File: config.mk
export PLATFORM = sky130hd
export DESIGN_NAME = gray_ptr_sync
export DESIGN_NICKNAME = d
export VERILOG_FILES = /design/src/rtl/gray_ptr_sync.sv
export SDC_FILE = /design/constraint.sdc
export NUM_CORES = 1
export LEC_CHECK = 0
export CAP_MARGIN = 20
export CORE_MARGIN = 4
export CORE_UTILIZATION = 55
export CTS_BUF_LIST = sky130_fd_sc_hd__clkbuf_8
export DETAILED_ROUTE_END_ITERATION = 10
export PLACE_DENSITY = 0.82
export SLEW_MARGIN = 20
export SYNTH_ARGS = -nofsm -noshare
export SYNTH_HDL_FRONTEND = slang
export SYNTH_SLANG_ARGS = --single-unit
File: constraint.sdc
create_clock -name clk -period 3.7 [get_ports clk]
set_input_delay 0.925 -clock clk [delete_from_list [all_inputs] [get_ports clk]]
set_output_delay 0.925 -clock clk [all_outputs]
set_load 0.05 [all_outputs]
File: src/rtl/gray_ptr_sync.sv
// Synchronizes a gray-coded pointer from a foreign clock domain and reports binary value, advance and delta.
// Optional gray-violation checking is enabled by defining GRAY_PTR_SYNC_CHECK_EN.
module gray_ptr_sync #(
    parameter int unsigned WIDTH  = 8,
    parameter int unsigned STAGES = 2
) (
    input  logic             clk,
    input  logic             reset,
    input  logic [WIDTH-1:0] gray_in,
    input  logic             err_clear,
    output logic             ready,
    output logic [WIDTH-1:0] bin_out,
    output logic             advance,
    output logic [WIDTH-1:0] delta,
    output logic             err,
    output logic             err_sticky
);

    localparam int unsigned CNT_W = 3;

    if (STAGES < 2 || STAGES > 4) begin : g_bad_stages
        $error("gray_ptr_sync: STAGES must be within 2..4");
    end

    logic [WIDTH-1:0] sync_q [STAGES];
    logic [WIDTH-1:0] g_s;
    logic [WIDTH-1:0] g_s_bin;
    logic [WIDTH-1:0] g_prev_q, g_prev_d;
    logic [CNT_W-1:0] cnt_q, cnt_d;
    logic             ready_q, ready_d;
    logic [WIDTH-1:0] bin_q, bin_d;
    logic             adv_q, adv_d;
    logic [WIDTH-1:0] delta_q, delta_d;

    function automatic logic [WIDTH-1:0] gray2bin(input logic [WIDTH-1:0] g);
        logic [WIDTH-1:0] b;
        b = '0;
        b[WIDTH-1] = g[WIDTH-1];
        for (int i = int'(WIDTH) - 2; i >= 0; i--) begin
            b[i] = b[i+1] ^ g[i];
        end
        return b;
    endfunction

    // Multi-flop synchronizer; only g_s is consumed downstream.
    always_ff @(posedge clk or posedge reset) begin
        if (reset) begin
            for (int unsigned i = 0; i < STAGES; i++) begin
                sync_q[i] <= '0;
            end
        end else begin
            sync_q[0] <= gray_in;
            for (int unsigned i = 1; i < STAGES; i++) begin
                sync_q[i] <= sync_q[i-1];
            end
        end
    end

    assign g_s     = sync_q[STAGES-1];
    assign g_s_bin = gray2bin(g_s);

    // Priming holds off change reporting until the chain is flushed of reset zeros.
    always_comb begin
        cnt_d    = cnt_q;
        ready_d  = ready_q;
        g_prev_d = g_s;
        bin_d    = g_s_bin;
        adv_d    = 1'b0;
        delta_d  = '0;
        if (!ready_q) begin
            cnt_d = cnt_q + CNT_W'(1);
            if (cnt_q == CNT_W'(STAGES)) begin
                ready_d = 1'b1;
            end
        end else begin
            adv_d = (g_s != g_prev_q);
            if (adv_d) begin
                delta_d = g_s_bin - gray2bin(g_prev_q);
            end
        end
    end

    always_ff @(posedge clk or posedge reset) begin
        if (reset) begin
            g_prev_q <= '0;
            cnt_q    <= '0;
            ready_q  <= 1'b0;
            bin_q    <= '0;
            adv_q    <= 1'b0;
            delta_q  <= '0;
        end else begin
            g_prev_q <= g_prev_d;
            cnt_q    <= cnt_d;
            ready_q  <= ready_d;
            bin_q    <= bin_d;
            adv_q    <= adv_d;
            delta_q  <= delta_d;
        end
    end

    assign ready   = ready_q;
    assign bin_out = bin_q;
    assign advance = adv_q;
    assign delta   = delta_q;

`ifdef GRAY_PTR_SYNC_CHECK_EN
    logic [WIDTH-1:0] diff_c;
    logic             multi_c;
    logic             err_q, err_d;
    logic             sticky_q, sticky_d;

    // More than one bit set iff clearing the lowest set bit leaves something.
    assign diff_c  = g_s ^ g_prev_q;
    assign multi_c = |(diff_c & (diff_c - WIDTH'(1)));

    always_comb begin
        err_d    = ready_q & multi_c;
        sticky_d = sticky_q;
        if (err_clear) begin
            sticky_d = 1'b0;
        end
        if (err_d) begin
            sticky_d = 1'b1;
        end
    end

    always_ff @(posedge clk or posedge reset) begin
        if (reset) begin
            err_q    <= 1'b0;
            sticky_q <= 1'b0;
        end else begin
            err_q    <= err_d;
            sticky_q <= sticky_d;
        end
    end

    assign err        = err_q;
    assign err_sticky = sticky_q;
`else
    logic unused_err_clear;
    assign unused_err_clear = err_clear;
    assign err              = 1'b0;
    assign err_sticky       = 1'b0;
`endif

endmodule

==> summary.md <==
| Metric | Value |
|---|---|
| Core Area | 3337 um2 |
| Gr usage total | 15.05% |
| Hpwl dp | 2117 um |
| Setup TNS | 0 ps |
| Pleak | 0.001058 uW |
| Most frequent cells in the layout | 44 x dfrtp_1, 27 x clkdlybuf4s50_1, 14 x xnor2_1, 12 x inv_1, 10 x ha_1 |
| CTS H-Tree Depth | 2 |
| Crit path max-delay family | XOR/XNOR gates |
| Worst clock skew | 5.712 ps |
| Fmax | 0.2830 GHz |
| Worst-path maximum fanout | 4 |
| Setup bufs post-CTS | 0 |
| Required @ worst endpoint | 3880 ps |
| Final Max Slew Viols | 0 |
| Pwr/cell area | 722.5 nW/um2 |
| IO Port Bufs | 27 |
| Vias | 1089 |
| Hold path startpoint | sync_q[10]$_DFF_PP0_ |
| Reg2reg path depth | 12 |
| Final Cycle Share | 95.51% |
| MaxCap Viol Count | 0 |
| Worst ir drop on vdd | 0.0003436 V |
| Setup violations, final | 0 |
| Area Overhead vs Synth | 23.09% |
| R2r setup slk | 170 ps |
| Element type at the critical path start | flop |
| Largest net degree at the start of global routing | 45 |
| Commonest non-fill, non-tap cell in the layout | dfrtp_1 |
| Distinct cells, synth | 30 |
| Most frequent CP cell | xor2_2 |
| # DRC | 0 |
| Gpl congestion | 0.8221 |
| Gate count of the mapped netlist | 145 |
| Total Die Area | 4452 um2 |
| Hold buffers post-CTS | 0 |
| Maximum clock path buffer count | 2 |
| Hold Crit Depth | 0 |
| Critical setup path kind | reg2reg |
| Total iterations of the first detailed-routing run | 4 |
| First-pass GRT wire length | 4754 um |
| Initial DRC count | 67 |
| Die H | 66.73 um |
| Routed Antenna Nets | 0 |
| Status | complete, no violations |
| DP Worst Slack | 178.3 ps |
| Post-synthesis register bit count | 44 |
| I/O pins | 31 |
| CP max stage cell | xor3_2 |
| Mapped Avg Cell Area | 13.08 um2 |
| Clock transition at the registers of the reported paths | 80 ps |
| FF-to-FF Start | g_prev_d[7]$_DFF_PP0_ |
| Layout cells sized above 1 | 8.939% |
| Initial Utilization | 56.84% |
| Skew-Pair Late Insertion Delay | 290 ps |
| Clock root cell | clkbuf_8 |
| RSZ-0062 raised after global routing | false |
| Final wirelength | 2819 um |
| WP data arrival | 3720 ps |
| Critical-path cell list | xor2_2 > xnor2_2 > xor2_2 > xor3_2 > xor2_1 > ha_1 > fa_1 > nor2b_1 > o21a_1 > o21ai_0 > and3_1 > o31a_1 |
| Worst Hold Class | reg2reg |
| Critical Path End Type | flop |
| Endpoints failing hold | 0 |
| Overflow after GRT | 0 |
| Yosys warning total | 0 |
| Routed vias/inst | 4.840 |
| Buf+Inv Stages, Crit Path | 0 |
| Antenna Cells | 0 |
| Hold EP | g_prev_d[2]$_DFF_PP0_ |
| CTS tree | done |
| Final #Nets | 200 |
| Relative slew slack | 57.41% |
| Clock Sink Count | 44 |
| Die span in x | 66.73 um |
| CTS resizes | 0 |
| Reg2Reg Capture Point | delta[6]$_DFF_PP0_ |
| Sequential area share after synthesis | 58.05% |
| Final WS setup | 166.2 ps |
| Tmin final | 3534 ps |
| Post-Syn Area | 1897 um2 |
| DR WL/cell | 12.53 um |
| Initial antenna violation count | 0 |
| Std-Cell Rows | 21 |
| Least-Margin Pin Slew | 634.5 ps |
| TritonCTS Buffers | 5 |
| Critical Path Max Stage Delay | 490 ps |
| Vias in the first global route | 1096 |
[routing by layer]
layer / GRT usage [%] / vias up / routed length, um
li1: - / 533 / -
met1: 15.61 / 514 / 1096
met2: 26.36 / 37 / 1494
met3: 4.553 / 5 / 172
met4: 9.137 / 0 / 55
met5: 0 / - / 0
[worst max-delay path by stage]
stage / cells after the start / start / endpoint / slack [ps]
4_1_cts: 12 / g_prev_d[7]$_DFF_PP0_ / delta[6]$_DFF_PP0_ / 180
5_1_grt: 12 / g_prev_d[7]$_DFF_PP0_ / delta[6]$_DFF_PP0_ / 30
3_5_place_dp: 12 / g_prev_d[7]$_DFF_PP0_ / delta[6]$_DFF_PP0_ / 180
2_1_floorplan: 12 / g_prev_d[7]$_DFF_PP0_ / delta[6]$_DFF_PP0_ / 500
6_report: 12 / g_prev_d[7]$_DFF_PP0_ / delta[6]$_DFF_PP0_ / 170
3_3_place_gp: 12 / g_prev_d[7]$_DFF_PP0_ / delta[6]$_DFF_PP0_ / 270
[power breakdown]
group / internal [uW] / switching (uW)
sequential: 559 / 25.8
combinational: 271 / 456
clock: 221 / 155
total: 1050 / 637
[through the flow]
stage | total power (uW) | util, % | instances | hold slack (ps) | instance area (um2)
6_report | 1687 | 69.97 | 225 | 348.1 | 2335
5_1_grt | 1776 | 69.97 | 225 | 356.0 | 2335
4_1_cts | 1693 | 69.97 | 225 | 353.5 | 2335
3_5_place_dp | 1318 | 66.33 | 217 | 335.5 | 2213
3_3_place_gp | 1295 | 66.33 | 217 | 332.3 | 2213
2_1_floorplan | 1122 | - | 146 | 331.2 | 1901
[Yosys cell counts]
master	count	area share, %
a21boi_0	1	0.40
conb_1	1	0.20
nand4_1	2	0.66
xor2_1	6	2.8
nand2b_1	1	0.33
a21o_1	2	0.79
nor3b_1	2	0.79
nor2b_1	3	0.99
fa_1	1	1.1
nand3_1	2	0.53
mux2i_1	2	1.1
a31oi_1	1	0.33
o21ai_1	1	0.26
xnor2_2	4	3.4
xnor2_1	14	6.5
o21a_1	2	0.79
inv_1	12	2.4
xor3_2	1	1.3
a21oi_1	4	1.1
o21ai_0	3	0.79
xor3_1	1	1.3
o31a_1	1	0.46
and3_1	2	0.66
nor2_1	9	1.8
nand2_1	3	0.59
dfrtp_1	44	58
ha_1	10	6.6
nor3_1	5	1.3
xor2_2	2	1.7
buf_4	3	1.2
[cell families (layout without fill, tap and decap cells)]
logic type / Yosys count / in the layout / share of synthesized area, %
xor gates and xnor gates: 28 / 28 / 16.95
and+or+nand+nor: 29 / 29 / 7.651
muxes: 2 / 2 / 1.055
AOI/OAI and AO/OA: 15 / 15 / 4.881
DFF: 44 / 44 / 58.05
adders and majority gates: 11 / 11 / 7.652
other: 1 / 2 / 0.1977
buffers and inverters: 15 / 48 / 3.562
[area by class of cell]
| cell class | instances | area (um2) |
|---|---|---|
| Clock inverter | 2 | 38.79 |
| Inverter | 12 | 45.04 |
| Clock buffer | 6 | 82.58 |
| Fill cell | 236 | 1002 |
| Multi-Input combinational cell | 87 | 732.0 |
| Timing Repair Buffer | 28 | 277.8 |
| Tap cell | 46 | 57.56 |
| Sequential cell | 44 | 1101 |
[registers in the layout (all words and copies together), names as in the netlist]
name	cells
bin_out	8
delta	8
g_prev_d	8
sync_q	8
g_prev_q	7
cnt_q	3
advance	1
ready	1
No activity file was read; power rests on OpenSTA's default activity.
